### src/rtl/bram_dual_port_arbiter.sv
// bram_dual_port_arbiter: shares one byte-mode 1 KB block RAM between requesters A and B.
// Rev 1.0 - independent read/write port arbitration with fixed-latency read return.
`default_nettype none

module bram_dual_port_arbiter #(
  parameter int RD_LATENCY = 1
) (
  input  logic        clk,
  input  logic        resetn,
  input  logic        a_valid,
  output logic        a_ready,
  input  logic        a_we,
  input  logic [9:0]  a_addr,
  input  logic [7:0]  a_wdata,
  output logic        a_rsp_valid,
  output logic [7:0]  a_rsp_data,
  input  logic        b_valid,
  output logic        b_ready,
  input  logic        b_we,
  input  logic [9:0]  b_addr,
  input  logic [7:0]  b_wdata,
  output logic        b_rsp_valid,
  output logic [7:0]  b_rsp_data,
  output logic [7:0]  bram_rd_addr,
  output logic [7:0]  bram_wr_addr,
  output logic [31:0] bram_wr_data,
  input  logic [31:0] bram_rd_data,
  output logic [5:0]  bram_c
);

  localparam int LAT = (RD_LATENCY == 2) ? 2 : 1;

  typedef enum logic {
    REQ_A = 1'b0,
    REQ_B = 1'b1
  } req_e;

  req_e wr_ptr;
  req_e rd_ptr;
  req_e wr_sel;
  req_e rd_sel;

  logic       a_rd, a_wr, b_rd, b_wr;
  logic       wr_grant, rd_req, rd_grant, collision;
  logic [9:0] wr_addr_sel, rd_addr_sel;
  logic [7:0] wr_data_sel;

  logic [LAT-1:0] pipe_v;
  logic [LAT-1:0] pipe_b;

  logic unused_rd_hi;
  assign unused_rd_hi = ^bram_rd_data[31:8];

  // C5 enables the RAM output register only for the two-cycle read path.
  assign bram_c = {((LAT == 2) ? 1'b1 : 1'b0), 5'b00101};

  always_comb begin
    // Gating with resetn keeps ready and RAM controls quiet while reset is held.
    a_rd = a_valid && !a_we && resetn;
    a_wr = a_valid &&  a_we && resetn;
    b_rd = b_valid && !b_we && resetn;
    b_wr = b_valid &&  b_we && resetn;

    wr_grant = a_wr || b_wr;
    rd_req   = a_rd || b_rd;

    if (a_wr && b_wr) begin
      wr_sel = wr_ptr;
    end else if (b_wr) begin
      wr_sel = REQ_B;
    end else begin
      wr_sel = REQ_A;
    end

    if (a_rd && b_rd) begin
      rd_sel = rd_ptr;
    end else if (b_rd) begin
      rd_sel = REQ_B;
    end else begin
      rd_sel = REQ_A;
    end

    wr_addr_sel = (wr_sel == REQ_B) ? b_addr  : a_addr;
    wr_data_sel = (wr_sel == REQ_B) ? b_wdata : a_wdata;
    rd_addr_sel = (rd_sel == REQ_B) ? b_addr  : a_addr;

    // A same-word read alongside a write is deferred so the write always lands.
    collision = wr_grant && rd_req && (wr_addr_sel[9:2] == rd_addr_sel[9:2]);
    rd_grant  = rd_req && !collision;

    a_ready = (wr_grant && (wr_sel == REQ_A)) || (rd_grant && (rd_sel == REQ_A));
    b_ready = (wr_grant && (wr_sel == REQ_B)) || (rd_grant && (rd_sel == REQ_B));

    bram_wr_addr = 8'h00;
    bram_rd_addr = 8'h00;
    bram_wr_data = 32'h0000_0000;
    if (wr_grant) begin
      bram_wr_addr        = wr_addr_sel[9:2];
      bram_wr_data[7:0]   = wr_data_sel;
      bram_wr_data[17:16] = wr_addr_sel[1:0];
      bram_wr_data[20]    = 1'b1;
    end
    if (rd_grant) begin
      bram_rd_addr        = rd_addr_sel[9:2];
      bram_wr_data[25:24] = rd_addr_sel[1:0];
    end
  end

  always_ff @(posedge clk or negedge resetn) begin
    if (!resetn) begin
      wr_ptr <= REQ_A;
      rd_ptr <= REQ_A;
    end else begin
      if (wr_grant) begin
        wr_ptr <= (wr_sel == REQ_A) ? REQ_B : REQ_A;
      end
      if (rd_grant) begin
        rd_ptr <= (rd_sel == REQ_A) ? REQ_B : REQ_A;
      end
    end
  end

  // Tag pipeline mirrors the RAM read latency so data and requester line up.
  always_ff @(posedge clk or negedge resetn) begin
    if (!resetn) begin
      pipe_v <= '0;
      pipe_b <= '0;
    end else begin
      pipe_v[0] <= rd_grant;
      pipe_b[0] <= (rd_sel == REQ_B);
      for (int i = 1; i < LAT; i++) begin
        pipe_v[i] <= pipe_v[i-1];
        pipe_b[i] <= pipe_b[i-1];
      end
    end
  end

  always_comb begin
    a_rsp_valid = pipe_v[LAT-1] && !pipe_b[LAT-1];
    b_rsp_valid = pipe_v[LAT-1] &&  pipe_b[LAT-1];
    a_rsp_data  = a_rsp_valid ? bram_rd_data[7:0] : 8'h00;
    b_rsp_data  = b_rsp_valid ? bram_rd_data[7:0] : 8'h00;
  end

endmodule

`default_nettype wire

### config.mk
export PLATFORM = sky130hd
export DESIGN_NAME = bram_dual_port_arbiter
export DESIGN_NICKNAME = d
export VERILOG_FILES = /design/src/rtl/bram_dual_port_arbiter.sv
export SDC_FILE = /design/constraint.sdc
export NUM_CORES = 1
export LEC_CHECK = 0
export ABC_AREA = 0
export CORE_MARGIN = 2
export CORE_UTILIZATION = 23
export DETAILED_ROUTE_END_ITERATION = 16
export PLACE_DENSITY_LB_ADDON = 0.3
export SLEW_MARGIN = 20
export SYNTH_ARGS = -nofsm -noshare
export SYNTH_HDL_FRONTEND = slang
export SYNTH_SLANG_ARGS = --single-unit
### constraint.sdc
create_clock -name clk -period 1.7 [get_ports clk]
set_input_delay 0.34 -clock clk [delete_from_list [all_inputs] [get_ports clk]]
set_output_delay 0.34 -clock clk [all_outputs]
set_load 0.005 [all_outputs]
==> results.sh <==
export IMPL_die_area_sq_mm=0.00545
export IMPL_rsz0062_at_grt="yes"
export IMPL_dieWidth_microns=73.8
export IMPL_core_area_sq_mm=0.00472
export IMPL_worst_ep_required_time_ns=1.36
export IMPL_finClkSkew_ns=0.000786
export IMPL_drv_slew=0
export IMPL_utilization_pct=58.1
export IMPL_cp_start_kind="register"
export IMPL_grt_pass1_vias=1577
export IMPL_final_common_cell="buf_4"
export IMPL_initial_core_util_pct=23.7
export IMPL_clock_power_share_pct=21.8
export IMPL_dr_first_iter_drc_count=31
export IMPL_grt_max_degree=13
export IMPL_antenna_found_initial=0
export IMPL_nFillCells=440
export IMPL_fin_crit_ns=2.33
export IMPL_die_h_microns=73.8
export IMPL_dp_hpwl_microns=3120
export IMPL_viasPerCell=4.30
export IMPL_vias=1698
export IMPL_final_net_count=404
export IMPL_worstPathArrival_ns=1.99
export IMPL_fin_cells=395
export IMPL_cts_sinks=4
export IMPL_drcViolationCount=0
export IMPL_layout_setup_ws_ns=-0.635
export IMPL_p_leak_nw=1.45
export IMPL_violations="negative setup slack"
export IMPL_endpoint_kind="primary output"
export IMPL_grt_use_total_pct=16.0
export IMPL_power_frac_seq_pct=12.6
export IMPL_ioPinCount=148
export IMPL_multi_input_area_sq_mm=0.00105
export IMPL_max_cap_violations=0
export IMPL_overflow=0
export IMPL_path_clk_slew_ns=0.03
export IMPL_grt_pass1_wl_microns=6930
export IMPL_hold_path_class="in -> async"
export IMPL_setup_tns_ns=-15.34
export IMPL_intPower_w=0.000616
export IMPL_path_max_fanout=4
export IMPL_mostFrequentLayoutCells="46 x buf_4, 28 x clkdlybuf4s50_1, 27 x dlygate4sd2_1, 25 x conb_1, 24 x buf_6"
export IMPL_ys_seq_elements=4
export IMPL_ant_nets=0
export IMPL_total_power_w=0.000925
export IMPL_clk_latency_ns=0.22
export IMPL_cts_htree_levels=1
export IMPL_ys_warn_count=0
export IMPL_seq_area_sq_um=100
export IMPL_status="finished, violations left"
export IMPL_gp_congestion=0.821
export IMPL_synth_cell_type_count=37
export IMPL_final_cell_area_sq_mm=0.00274
export IMPL_cts_buffer_depth=2
export IMPL_syn2layout_area_growth_pct=145
export IMPL_synthCells=165
export IMPL_p_comb_share_pct=65.6
export IMPL_cts_tree="yes"
export IMPL_first_pass_iters=4
export IMPL_fmax_mhz=428
export IMPL_switching_share_pct=33.5
export IMPL_power_switching_w=0.000310
export IMPL_crit_type="reg -> out"
export IMPL_finalWirelength_microns=4580
export IMPL_dp_cells=356
export IMPL_ir_drop_mv=0.232
export IMPL_clock_root_buffer="clkbuf_8"
export IMPL_drive_gt1_share_pct=44.5
export IMPL_worstReg2RegStart="rd_ptr"
export IMPL_synth_area_sq_mm=0.00112
export IMPL_syn_avg_cell_area_sq_um=6.79
export IMPL_seq_area_frac_synth_pct=8.93
export IMPL_setup_viol=33
export IMPL_hold_viol=0
export IMPL_dpl_cell_area_sq_mm=0.00232
export IMPL_routedWlPerCell_microns=11.6
export IMPL_numCtsBuffers=3
export IMPL_fin_crit_sh_pct=137
export IMPL_power_density_mw_per_mm2=337
export IMPL_port_buffers=98
export IMPL_crit_start="rd_ptr"
export IMPL_num_rows=25
export IMPL_diodes=0
-- cells by family after synthesis --
family | count (synthesis) | synth area share (%)
simple gates | 79 | 37.6
buf+inv | 38 | 22.5
compound gates | 34 | 23.8
xor+xnor | 6 | 4.69
flops | 4 | 8.93
mux | 2 | 1.79
other cells | 2 | 0.670
-- power groups by stage --
stage                     sequential (W)  clock (W)  combinational [W]
final                           0.000116   0.000202           0.000607
after global routing            0.000118   0.000219           0.000661
after CTS                       0.000115   0.000208           0.000566
after detailed placement        0.000115          0           0.000499
after global placement          0.000115          0           0.000497
after floorplan                 0.000116          0           0.000212
-- through the flow --
step | setup WS [ns] | hold slack [ns]
2_1_floorplan | -0.0848 | 0.0444
3_3_place_gp | -1.30 | 0.576
3_5_place_dp | -1.39 | 0.585
4_1_cts | -0.655 | 0.257
5_1_grt | -0.714 | 0.270
6_report | -0.635 | 0.266
-- repair_timing --
action	in CTS	in global routing
gates cloned	3	0
hold buffers	0	0
gates resized for setup	171	53
setup endpoints to repair	50	36
setup buffers	23	10
pin swaps	25	12
-- flip-flops by register name (all words and copies together), names as in the netlist --
signal and count:
pipe_b 1, rd_ptr 1, pipe_v 1, wr_ptr 1
-- worst max-delay path, cell delays in order, from the launching register on --
cell and delay [ns]:
dfrtp_1 0.37, or3b_4 0.41, o2bb2ai_4 0.15, a32oi_4 0.27, buf_6 0.15, o21bai_4 0.08, buf_6 0.13, nor3_2 0.09
buf_2 0.13
-- cells in the mapped netlist (all sizes together) --
cell type	instances	area share, %
or3b	1	1.0
and2b	2	1.3
a22oi	1	0.67
mux2i	2	1.8
clkbuf	5	1.7
nor3	7	6.3
dfrtp	4	8.9
nand2b	1	0.56
xor2	6	4.7
nor2b	4	2.2
nand3	1	0.45
a21oi	10	4.5
and3b	1	0.78
o2111a	1	1.0
conb	2	0.67
a22o	9	7.0
a21o	2	1.3
a211oi	1	0.67
and3	8	4.5
nand2	23	7.7
and2	9	5.0
nor4	1	0.56
buf	29	20
inv	4	1.3
o21ai	4	2.1
a2111oi	1	1.3
o2bb2ai	1	1.3
a31oi	1	0.56
a32oi	1	1.5
nand4	1	0.56
o21bai	1	1.0
o2111ai	1	0.78
nor2	20	6.7
-- routing by layer --
metal / vias to the layer above / wire length [microns] / GRT usage, %
li1: 844 / - / -
met1: 762 / 1850 / 18.6
met5: - / 0 / 0
met2: 88 / 2270 / 28.7
met4: 0 / 38 / 4.85
met3: 4 / 424 / 3.70
-- worst paths after layout --
path                                   endpoint  slack, ns  depth (start not counted)
worst max-delay path            bram_rd_addr[2]      -0.63                          8
worst min-delay path                     rd_ptr       0.27                          2
worst max register to register           pipe_v      -0.17                          9
worst min register to register           wr_ptr       0.67                          3
max in group asynchronous                pipe_b       1.32                          2
min in group clk                         wr_ptr       0.64                          4
-- cell type report --
cell class                 count  share of cell area (%)
tap                           67                    3.06
sequential                     4                    3.65
multi-input combinational    147                    38.2
clock buffer                   3                    1.50
timing repair buffer         170                    53.0
inverter                       4                   0.638
No activity file was read; power rests on OpenSTA's default activity.
